--- config.mk ---
export PLATFORM = sky130hd
export DESIGN_NAME = cim_inst_decoder
export DESIGN_NICKNAME = d
export VERILOG_FILES = /design/src/rtl/cim_inst_decoder.sv
export SDC_FILE = /design/constraint.sdc
export NUM_CORES = 1
export LEC_CHECK = 0
export CELL_PAD_IN_SITES_DETAIL_PLACEMENT = 2
export CELL_PAD_IN_SITES_GLOBAL_PLACEMENT = 2
export CORE_ASPECT_RATIO = 0.9
export CORE_MARGIN = 1
export CORE_UTILIZATION = 31
export CTS_CLUSTER_SIZE = 14
export DETAILED_ROUTE_END_ITERATION = 7
export PLACE_DENSITY_LB_ADDON = 0.25
export SLEW_MARGIN = 0
export SYNTH_ARGS = -nofsm -noshare
export SYNTH_HDL_FRONTEND = slang
export SYNTH_SLANG_ARGS = --single-unit
--- constraint.sdc ---
create_clock -name clk -period 3.15 [get_ports clk]
set_clock_uncertainty 0.05 [all_clocks]
set_input_delay 0.945 -clock clk [delete_from_list [all_inputs] [get_ports clk]]
set_output_delay 0.945 -clock clk [all_outputs]
set_load 0.005 [all_outputs]
--- src/rtl/cim_inst_decoder.sv ---
// CIM row-op decoder: accepts {op,s1,s2,d1}, reads source rows, writes d1 = f(s1,s2); one instruction at a time.
// Accept->done: 4 cycles binary, 3 unary, 1 NOP/illegal; inst_ready is low until the sequence returns to IDLE.
module cim_inst_decoder #(
   parameter int ROW_WIDTH  = 64,
   parameter int ADDR_WIDTH = 8,
   parameter int CNT_WIDTH  = 16
) (
   input  logic                  clk,
   input  logic                  rst_n,
   input  logic                  inst_valid,
   output logic                  inst_ready,
   input  logic [31:0]           inst_data,
   output logic                  arr_rd_en,
   output logic [ADDR_WIDTH-1:0] arr_rd_addr,
   input  logic [ROW_WIDTH-1:0]  arr_rd_data,
   output logic                  arr_wr_en,
   output logic [ADDR_WIDTH-1:0] arr_wr_addr,
   output logic [ROW_WIDTH-1:0]  arr_wr_data,
   output logic                  done,
   output logic                  busy,
   output logic                  err_illegal,
   input  logic                  err_clr,
   output logic [CNT_WIDTH-1:0]  retired_cnt
);
   localparam logic [7:0] OP_NOP  = 8'h00;
   localparam logic [7:0] OP_AND  = 8'h01;
   localparam logic [7:0] OP_OR   = 8'h02;
   localparam logic [7:0] OP_XOR  = 8'h03;
   localparam logic [7:0] OP_NOT  = 8'h04;
   localparam logic [7:0] OP_COPY = 8'h05;

   typedef enum logic [2:0] {IDLE, RD_S1, RD_S2, CAPT, WR, RETIRE} state_t;

   state_t                state_q, state_d;
   logic [7:0]            op_q, op_d;
   logic [ADDR_WIDTH-1:0] s1_q, s1_d, s2_q, s2_d, d1_q, d1_d;
   logic [ROW_WIDTH-1:0]  a_q, a_d, b_q, b_d, result;
   logic                  err_q, err_d, err_set;
   logic [CNT_WIDTH-1:0]  cnt_q, cnt_d;

   function automatic logic is_bin(input logic [7:0] op);
      return (op == OP_AND) || (op == OP_OR) || (op == OP_XOR);
   endfunction

   function automatic logic is_un(input logic [7:0] op);
      return (op == OP_NOT) || (op == OP_COPY);
   endfunction

   always_comb begin
      case (op_q)
         OP_AND:  result = a_q & b_q;
         OP_OR:   result = a_q | b_q;
         OP_XOR:  result = a_q ^ b_q;
         OP_NOT:  result = ~a_q;
         OP_COPY: result = a_q;
         default: result = '0;
      endcase
   end

   always_comb begin
      state_d     = state_q;
      op_d        = op_q;
      s1_d        = s1_q;
      s2_d        = s2_q;
      d1_d        = d1_q;
      a_d         = a_q;
      b_d         = b_q;
      err_set     = 1'b0;
      inst_ready  = 1'b0;
      arr_rd_en   = 1'b0;
      arr_rd_addr = '0;
      arr_wr_en   = 1'b0;
      arr_wr_addr = '0;
      arr_wr_data = '0;
      done        = 1'b0;
      case (state_q)
         IDLE: begin
            inst_ready = 1'b1;
            if (inst_valid) begin
               op_d = inst_data[31:24];
               s1_d = ADDR_WIDTH'(inst_data[23:16]);
               s2_d = ADDR_WIDTH'(inst_data[15:8]);
               d1_d = ADDR_WIDTH'(inst_data[7:0]);
               if (is_bin(inst_data[31:24]) || is_un(inst_data[31:24])) state_d = RD_S1;
               else                                                      state_d = RETIRE;
            end
         end
         RD_S1: begin
            arr_rd_en   = 1'b1;
            arr_rd_addr = s1_q;
            state_d     = is_bin(op_q) ? RD_S2 : CAPT;
         end
         RD_S2: begin
            arr_rd_en   = 1'b1;
            arr_rd_addr = s2_q;
            a_d         = arr_rd_data;
            state_d     = CAPT;
         end
         CAPT: begin
            // Read data here belongs to s2 for binary ops, s1 for unary ops.
            if (is_bin(op_q)) b_d = arr_rd_data;
            else              a_d = arr_rd_data;
            state_d = WR;
         end
         WR: begin
            arr_wr_en   = 1'b1;
            arr_wr_addr = d1_q;
            arr_wr_data = result;
            done        = 1'b1;
            state_d     = IDLE;
         end
         RETIRE: begin
            done    = 1'b1;
            err_set = (op_q != OP_NOP);
            state_d = IDLE;
         end
         default: state_d = IDLE;
      endcase

      busy  = (state_q != IDLE);
      err_d = err_set ? 1'b1 : (err_clr ? 1'b0 : err_q);
      cnt_d = done ? cnt_q + CNT_WIDTH'(1) : cnt_q;
   end

   always_ff @(posedge clk) begin
      if (!rst_n) begin
         state_q <= IDLE;
         op_q    <= '0;
         s1_q    <= '0;
         s2_q    <= '0;
         d1_q    <= '0;
         a_q     <= '0;
         b_q     <= '0;
         err_q   <= 1'b0;
         cnt_q   <= '0;
      end else begin
         state_q <= state_d;
         op_q    <= op_d;
         s1_q    <= s1_d;
         s2_q    <= s2_d;
         d1_q    <= d1_d;
         a_q     <= a_d;
         b_q     <= b_d;
         err_q   <= err_d;
         cnt_q   <= cnt_d;
      end
   end

   assign err_illegal = err_q;
   assign retired_cnt = cnt_q;
endmodule

### Yosys cells after proc, flatten, opt, wreduce, memory -nomap -nowiden

Cells that the tools add are included.
W data, S select, Z words.

* eq/ne operators: 17
* $add $sub $neg: 1
* muxes and demuxes: 17
* reduce and logical (&&, ||, !) cells: 16
* bitwise gates (word level): 4

Operators by type and width (count)
* $pmux W64 S5: 1
* $mux W64: 2
* $pmux W64 S2: 1
* $and A64 B64 Y64: 1
* $not A64 Y64: 1
* $or A64 B64 Y64: 1
* $xor A64 B64 Y64: 1
* $eq A8 B2 Y1 const B: 4
* $eq A8 B3 Y1 const B: 4
* $add A16 B1 Y16 const B: 1
* $eq A8 B1 Y1 const B: 2
* $pmux W8 S2: 1
* $pmux W3 S4: 1
* $mux W1: 8
* $mux W8: 1
* $reduce_bool A8 Y1: 1
* $eq A3 B2 Y1 const B: 2
* $eq A3 B3 Y1 const B: 2
* $logic_or A1 B1 Y1: 6
* $mux W3: 2
* $reduce_and A2 Y1: 3
* $ne A2 B2 Y1 const B: 2
* $reduce_bool A2 Y1: 2
* $reduce_or A2 Y1: 2
* 3 further kinds: 3

* register bits: 180

### Logic depth before layout (Yosys ltp)

Gate-level depths: netlist of the first run.

* word-level depth: 7
* mapped depth: 8

### Least setup slack after synthesis of the first run

No wires, ideal clock.

* path type: register to output
* from: register op_q[7]
* to: output arr_wr_data[10]
* arrival time: 1.731 ns
* slack: 0.424 ns
* stages on the path, launching flop included: 7
* cell sequence: dfxtp_1 -> or3_1 -> buf_6 -> nor4_4 -> clkbuf_1 -> nand2_1 -> a21oi_1

* word-level cells in the longest chain between the ends: 3

Ends and longest elaborated chain
* from (decl): line 35 `logic [7:0] op_q, op_d;`
* from (signal assigned): line 138 `op_q <= op_d;`
* $eq A8 B3 Y1, or another cell as far along: line 50 `case (op_q)`
* $pmux W64 S5 (*): line 50
* $mux W64 (*): line 76 `case (state_q)`
* to (decl): line 18 `output logic [ROW_WIDTH-1:0] arr_wr_data,`

Every way passes the cells marked *; elsewhere a longest branch is shown, timed or not.

### Worst setup path after layout of the first run

* from: register op_q[7]
* to: output arr_wr_data[37]

Same word-level chain as after synthesis.

==> run_results.csv, run 1 <==
group,metric,value,unit
setup_path,cp_max_fo,6,
setup_path,crit_path_start_kind,"flip-flop",
power,power_density,404,mW/mm^2
timing,period_needed,3.40,ns
timing,worstMarginPinSlew,0.549,ns
finish,fin_nets,2000,
global_route,antenna_found_initial,1,
timing,finalCritPeriodShare,108,%
timing,hold_viol_final,0,
clock_tree,cts_made_buffers,17,
placed_design,gp_congestion,0.738,
global_route,grt_pass1_vias,13400,
status,outcome,"complete, but fails checks",
setup_path,crit_chain,"or3_4, nor4_4, buf_6, buf_16, buf_12, a22oi_2, a21oi_2, buf_2",
synthesis,synthesis.area,0.0117,mm^2
global_route,grt_max_degree,85,
synthesis,ys_ff_latch,180,
finish,area_growth,39.0,%
global_route,grt_use_total,25.7,%
timing,drv_slew,0,
setup_path,worstSetupEndpointType,"primary output",
routing,drt_iter0_drc,363,
synthesis,yosysSeqAreaShare,30.8,%
run,drv_cap,0,
synthesis,yosysWarningCount,0,
timing,relSlewSlack,63.4,%
finish,stdcell_count,2267,
setup_path,cp.required,2.15,ns
timing,setup_slack,-0.249,ns
clock_tree,cts.path.max_buffers,2,
power,ir_worst_vdd,0.263,mV
synthesis,synth_area_leaders,"dfxtp_1 (31%), ha_1 (14%), nand2_1 (9.5%)",
synthesis,syn_inst,1568,
placed_design,placedCellCount,2186,
synthesis,syn_nets,1797,
timing,fin_setup_tns,-10.69,ns
clock_tree,clock_latency,0.47,ns
synthesis,synth_edf_count,0,
min_path,hold_class,"flip-flop to flip-flop",
finish,final_core_util,43.7,%
clock_tree,cts_max_level,4,
synthesis,synth.most_common_cell,"nand2_1",
routing,totalWireLength,49.6,mm
routing,drtPass1Iterations,8,
setup_path,slowest_delay,0.41,ns
timing,rsz0062_at_grt,"true",
placed_design,dp.final_hpwl,29.6,mm
setup_path,critPathArrivalTime,2.40,ns
clock_tree,clock-sinks,180,
die,dieHeight,186,um
global_route,grt_overflow,0,
setup_path,critPathSlowestCell,"or3_4",
timing,fmaxAchievable,294,MHz
routing,antenna_left,0,
die,rows,67,
synthesis,synth_ff_type,"dfxtp_1",
finish,seqCellArea,0.00362,mm^2
finish,multi_input_area,0.00757,mm^2
routing,drt-wirelength-per-cell,21.9,um
routing,drc,10,
setup_path,cp_top_family,"simple AND/OR/NAND/NOR gates",
routing,vias,12100,
synthesis,ys_top_cells_by_count,"nand2_1 (296), dfxtp_1 (180), inv_1 (161)",
clock_tree,ctsRootBufferMaster,"clkbuf_16",
die,die_area,0.0385,mm^2
clock_tree,clkTransAtPathRegs,0.07,ns
finish,drive_gt1_share,23.7,%
die,dieWidth,207,um
global_route,grt_pass1_wl,75.8,mm
synthesis,yosys.area.top_type,"dfxtp_1",
synthesis,avgSynthCellArea,7.46,um^2
setup_path,criticalPathCategory,"flip-flop to primary output",
power,p_leak,6.33,nW
setup_path,cp_num_buf_inv,4,
clock_tree,cts_tree,"done",
synthesis,synthArstFlopShare,0,%
routing,vias_per_cell,5.35,
die,core-area,0.0372,mm^2
timing,finalSetupViolCount,64,
status,violations,"DRC, setup timing",
placed_design,portBuffers,201,
synthesis,synth_top_area_share,30.8,%
synthesis,synth_cell_types,47,
finish,fillers,4169,
die,initial_core_util,31.4,%
die,ios,202,
registers in the layout, indices dropped and copies added (netlist names):
register,count
s2_q,8
retired_cnt,16
b_q,64
state_q,3
op_q,8
s1_q,8
d1_q,8
a_q,64
err_illegal,1
metrics by stage:
stage                     hold slack [ns]  cell area (um^2)  power, mW  worst slack, ns
after floorplan                     0.382             11700       3.36            0.424
after global placement              0.390             14500       3.99           -0.155
after detailed placement            0.403             14500       4.07           -0.230
after CTS                           0.416             16000       6.56           -0.324
after global routing                0.431             16200       6.86           -0.322
final                               0.411             16200       6.56           -0.249
where the power goes:
part,switching [mW],internal [mW]
combinational,1.03,0.734
clock,1.10,1.19
sequential,0.115,2.39
total,2.25,4.31
per-layer routing:
layer  routed length [um]  global-route usage, %  vias up
met5                    0                      0        -
met4                 1210                   8.35        0
met3                 1680                   4.72       70
met2                24700                   46.2      197
met1                22000                   30.7     6122
li1                     -                      -     5733
repair_timing:
action | in CTS | in global routing
resized for setup | 384 | 103
pin swaps | 37 | 69
setup endpoints to repair | 68 | 69
setup buffers | 38 | 7
gates cloned | 11 | 1
hold buffers | 0 | 0
cell type report:
cell class,count,share of cell area (%)
multi-input cells,1094,46.6
flip-flops and latches,180,22.3
diodes,1,0.0154
well taps,483,3.72
clock inverters,12,0.832
repair buffers,315,19.9
inverters,163,3.80
clock buffers,19,2.86
tightest hold or removal path, stage by stage, from the launching register on:
cell and delay, ns:
dfxtp_1 0.31, nand2_1 0.05, a21oi_1 0.05
logic make-up (layout without fill, tap and decap cells):
family	count (synthesis)	count (layout)	share of synthesized area [%]
xor gates and xnor gates	10	10	0.749
other	0	1	0
DFF	180	180	30.8
AOI/OAI and AO/OA	445	445	24.6
and+or+nand+nor	509	509	19.9
adders and majority gates	129	129	13.8
muxes	1	1	0.0856
buffers and inverters	294	509	10.0
path summary, 6_finish.rpt:
kind / from / endpoint / slack [ns] / cells after the start
worst min register to register: s1_q[7]$_SDFFE_PN0P_ / s1_q[7]$_SDFFE_PN0P_ / 0.41 / 2
worst max register to register: op_q[7]$_SDFFE_PN0P_ / a_q[53]$_SDFFE_PN0P_ / 0.67 / 8
worst max-delay path: op_q[7]$_SDFFE_PN0P_ / arr_wr_data[37] / -0.25 / 8
worst min-delay path: s1_q[7]$_SDFFE_PN0P_ / s1_q[7]$_SDFFE_PN0P_ / 0.41 / 2
placed cells by master, fill, tap and decap left out, drive strengths merged, types with 4 or more instances in the layout:
cell / synthesis / routed
a21oi: 169 / 169
a22oi: 41 / 41
and3: 42 / 42
buf: 27 / 175
clkbuf: 104 / 21
clkdlybuf4s50: 0 / 132
dfxtp: 180 / 180
dlymetal6s2s: 0 / 4
ha: 129 / 129
inv: 163 / 172
nand2: 296 / 296
nand2b: 26 / 26
nand3: 70 / 70
nand4: 7 / 7
nor2: 28 / 28
nor2b: 5 / 5
o21ai: 132 / 132
o221ai: 31 / 31
o22ai: 31 / 31
o32ai: 33 / 33
or2: 15 / 15
or3: 6 / 6
xor2: 7 / 7
Note: power is estimated with default switching activity, not from simulation.
==> run 2: changes to the inputs <==
- clock period: 3.15 -> 3.8 ns (I/O delays scaled with it)
==> run_results.csv, run 2 (synthesis gave the netlist of run 1 again) <==
group,metric,value,unit
clock_tree,cts_max_level,4,
routing,totalWireLength,45.5,mm
global_route,grt_max_degree,132,
routing,drtPass1Iterations,7,
min_path,hold_class,"flip-flop to flip-flop",
routing,vias,11700,
routing,antenna_left,0,
clock_tree,cts_tree,"done",
timing,setup_slack,0.0470,ns
die,die_area,0.0385,mm^2
status,violations,"DRC",
clock_tree,cts.path.max_buffers,2,
setup_path,worstSetupEndpointType,"primary output",
power,p_leak,5.76,nW
routing,drt_iter0_drc,391,
routing,drt-wirelength-per-cell,20.5,um
finish,drive_gt1_share,12.3,%
global_route,grt_pass1_vias,12600,
timing,drv_slew,0,
global_route,antenna_found_initial,2,
placed_design,portBuffers,201,
timing,hold_viol_final,0,
clock_tree,ctsRootBufferMaster,"clkbuf_16",
die,dieHeight,186,um
finish,layout_commonest_cell,"nand2_1",
timing,fmaxAchievable,266,MHz
timing,period_needed,3.75,ns
finish,final_cell_mix,"nand2_1 (296), dfxtp_1 (174), inv_1 (161)",
clock_tree,clkTransAtPathRegs,0.07,ns
run,drv_cap,0,
timing,finalSetupViolCount,0,
die,dieWidth,207,um
finish,fillers,4279,
finish,final_area,0.0152,mm^2
power,power_density,351,mW/mm^2
placed_design,dp.final_hpwl,28.8,mm
clock_tree,clock_latency,0.45,ns
finish,fin_nets,1945,
placed_design,gp_congestion,0.739,
clock_tree,cts_made_buffers,17,
clock_tree,clock-sinks,180,
global_route,grt_use_total,23.4,%
global_route,grt_pass1_wl,70.0,mm
placed_design,placed_area,0.0142,mm^2
power,ir_worst_vdd,0.327,mV
timing,rsz0062_at_grt,"true",
timing,holdWs,0.406,ns
die,rows,67,
timing,relSlewSlack,38.4,%
placed_design,placedCellCount,2161,
global_route,grt_overflow,0,
setup_path,cp_max_fo,27,
die,ios,202,
finish,stdcell_count,2213,
finish,final_core_util,40.8,%
setup_path,crit_path_start_kind,"flip-flop",
clock_tree,postCtsHoldBufs,0,
status,outcome,"complete, but fails checks",
placed_design,dp_slack,0.0275,ns
die,core-area,0.0372,mm^2
timing,worstMarginPinSlew,0.924,ns
die,initial_core_util,31.4,%
routing,drc,20,
setup_path,critPathArrivalTime,2.56,ns
setup_path,cp.required,2.61,ns
timing,finalCritPeriodShare,98.8,%
routing,vias_per_cell,5.31,
setup_path,criticalPathCategory,"flip-flop to primary output",
finish,area_growth,29.8,%
==> run 2: timing repair <==
action                                  in CTS  in global routing
hold endpoints to repair                     0                  0
endpoints found under the setup margin      64                 35
pin swaps                                   18                 10
gates resized for setup                     65                 55
gates cloned                                 3                  2
buffers inserted                             5                  9
==> run 2: report_power, final <==
part / leakage (nW) / switching (mW) / total [mW] / internal, mW
logic: 4.00 / 0.758 / 1.26 / 0.498
clock network: 0.298 / 0.850 / 1.99 / 1.14
registers: 1.46 / 0.0987 / 2.08 / 1.98
total: 5.76 / 1.71 / 5.33 / 3.62
==> run 2: path summary, 6_finish.rpt <==
check | from | to | slack [ns] | cells after the start
setup / recovery | op_q[7]$_SDFFE_PN0P_ | arr_wr_data[62] | 0.05 | 7
setup reg to reg | op_q[2]$_SDFFE_PN0P_ | a_q[31]$_SDFFE_PN0P_ | 1.37 | 6
hold reg to reg | d1_q[5]$_SDFFE_PN0P_ | d1_q[5]$_SDFFE_PN0P_ | 0.41 | 2
hold / removal | d1_q[5]$_SDFFE_PN0P_ | d1_q[5]$_SDFFE_PN0P_ | 0.41 | 2
==> run 2: stage by stage <==
step,power [mW],setup TNS (ns)
3_3_place_gp,3.25,0
4_1_cts,5.35,-0.652
6_report,5.33,0
2_1_floorplan,2.78,0
5_1_grt,5.55,-0.437
3_5_place_dp,3.31,0
==> run 2: routing by layer <==
metal | global-route usage [%] | wire length [um] | up-vias
met4 | 6.86 | 786 | 0
met1 | 29.3 | 20500 | 5899
met3 | 3.40 | 1420 | 44
met5 | 0 | 0 | -
li1 | - | - | 5623
met2 | 41.3 | 22800 | 179
==> run 2: worst max-delay path, cell delays in order, from the launching register on <==
cell,delay [ns]
dfxtp_2,0.34
or3_4,0.43
nor2_4,0.13
o211ai_1,0.11
buf_4,0.17
clkbuf_16,0.22
a21oi_2,0.18
clkdlybuf4s50_1,0.52
==> run 2: layout make-up <==
cell class / instances / area [um^2] / area share, %
flip-flops and latches: 180 / 3620 / 23.8
clock inverters: 11 / 174 / 1.15
well taps: 483 / 604 / 3.98
multi-input cells: 1094 / 7030 / 46.3
inverters: 163 / 617 / 4.06
clock buffers: 20 / 458 / 3.02
diodes: 2 / 5.00 / 0.0330
repair buffers: 260 / 2670 / 17.6
==> run 3: changes to the inputs <==
- CTS_CLUSTER_SIZE: 14 -> 25
- GPL_TIMING_DRIVEN: not set -> 1
==> results of run 3 <==
The final DEF is identical to that of run 2; final timing and power are the same.
==> RTL change (flow settings as in run 3) <==
Encoding of `state_t`: now one-hot (6 bits for 6 states).
--- a/src/rtl/cim_inst_decoder.sv
+++ b/src/rtl/cim_inst_decoder.sv
@@ -29,7 +29,7 @@
    localparam logic [7:0] OP_NOT  = 8'h04;
    localparam logic [7:0] OP_COPY = 8'h05;
 
-   typedef enum logic [2:0] {IDLE, RD_S1, RD_S2, CAPT, WR, RETIRE} state_t;
+   typedef enum logic [5:0] {IDLE = 6'b000001, RD_S1 = 6'b000010, RD_S2 = 6'b000100, CAPT = 6'b001000, WR = 6'b010000, RETIRE = 6'b100000} state_t;
 
    state_t                state_q, state_d;
    logic [7:0]            op_q, op_d;
Behaviour: same outputs for any inputs over 4 cycles, from zero or initial values and one cycle with rst_n low; so few cycles prove little.
==> RTL change against run 3 <==
- the flow finishes with violations (setup timing)
- non-clock buffer count is 9 higher
- sequential cell count is 3 higher
- global-route usage is 0.26 points lower
- area after synthesis is 3.3% higher
- critical path type unchanged
- setup slack worse by 0.22 ns
- design area is 2.2% higher
- via count is 1.6% lower
- die area is 3.2% higher
- routed wire length is 1.2% higher
- combinational power is 43% lower
- hold slack better by 0.0039 ns
- critical endpoint is now arr_wr_data[17]
- power is 12% lower
==> RTL change: results (changes against run 3) <==
metric,value,unit,change
rr_startpoint,state_q[5]$_SDFFE_PN0P_,,
postSynthCellCount,1514,,-3.4%
grt_pass1_wl,71500,um,+2.2%
cp_slowest_cell,or4_4,,
dp_hpwl,29100,um,+0.93%
synth_area_leaders,"dfxtp_1 30%, ha_1 13%, nand2_1 7.9%, mux2i_1 7.5%, a21oi_1 6.4%",,
cp_top_family,simple AND/OR/NAND/NOR gates,,
synth_nets,1743,,-3.0%
violations,setup timing,,
leakagePower,0.00565,uW,-1.9%
critPathMaxFanout,4,,-85%
whs_endpoint,s2_q[1]$_SDFFE_PN0P_,,
setup_slack,-0.171,ns,-0.218 ns
status,finished with violations,,
grt_use_total,23.1,%,-0.26 points
fill_cells,4239,,-0.93%
first_pass_iters,4,,-3
r2r_end,a_q[1]$_SDFFE_PN0P_,,
placed_cell_area,14600,um^2,+2.8%
gp_congestion,0.759,,+2.6%
slowest_delay,0.57,ns,+0.05 ns
finalSetupViolCount,54,,+54
num_vias,11600,,-1.6%
wl_per_cell,20.8,um,+1.1%
critPathArrivalTime,2.78,ns,+0.22 ns
ys_top_cells_by_count,"255 x nand2_1, 183 x dfxtp_1, 154 x a21oi_1",,
regToRegSetupSlack,0.47,ns,-0.90 ns
hold_start,s2_q[1]$_SDFFE_PN0P_,,
ys_seq_area_share,30.3,%,-0.48 points
yosysUniqueCellTypes,52,,+11%
instances_no_fill,2215,,+0.090%
vdd_drop_max,0.000339,V,+3.7%
ff2ff_path_depth,7,,+1
fin_tns_setup,-3.94,ns,-3.94 ns
grt_pass1_vias,12600,,-0.60%
nets,1906,,-2.0%
initialDrtViolationCount,350,,-10%
place_ws,-0.0996,ns,-0.127 ns
-- RTL change: cell count changes after synthesis, moves of 27 or more --
| cell | change |
|---|---|
| mux2i_1 | +89 |
| o32ai_1 | -30 |
| o221ai_1 | -27 |
| a21oi_2 | -60 |
| o21ai_0 | -43 |
| and3_1 | -40 |
| a21oi_1 | +45 |
| inv_1 | -30 |
| mux2_2 | +38 |
| o22a_1 | +32 |
| nand2_1 | -41 |
-- RTL change: tightest hold or removal path: stages (launching register included) --
cell and delay, ns:
dfxtp_1 0.31, nand2_1 0.05, a21oi_1 0.05
-- RTL change: cell type report --
class,count,area (um^2),area share (%)
sequential,183,3680,23.7
clock inverter,11,160,1.03
clock buffer,21,472,3.04
timing repair buffer,269,2440,15.7
multi-input combinational,1074,7610,49.1
inverter,132,498,3.21
tap,525,657,4.23
-- RTL change: repair_timing --
item / CTS / global route
pin swaps: 15 / 44
buffers inserted: 6 / 10
hold buffers: 0 / 0
setup endpoints to repair: 64 / 63
gates cloned: 3 / 5
gates resized for setup: 218 / 100
hold endpoints to repair: 0 / 0
-- RTL change: per-layer routing --
metal  part of all wire (%)  up-vias  track usage, %  wire, um
met5                  0.067        -               0        31
met4                    1.3        4            6.04       604
met3                    3.2       35            3.47      1460
met2                     48      154            40.1     22200
met1                     47     5832            29.7     21700
li1                       -     5534               -         -
-- RTL change: logic make-up (layout without fill, tap and decap cells) --
family	Yosys count	count (layout)	share of synthesized area [%]
simple gates	435	435	16.3
compound gates	372	372	19.2
buf+inv	257	433	8.96
flops	183	183	30.3
fa+ha+maj	129	129	13.4
mux	129	129	11.1
xor+xnor	9	9	0.653
-- RTL change: report_power, final --
part	total [uW]	internal, uW	switching [uW]
clock network	1980	1110	869
logic	715	300	415
registers	1970	1940	28.6
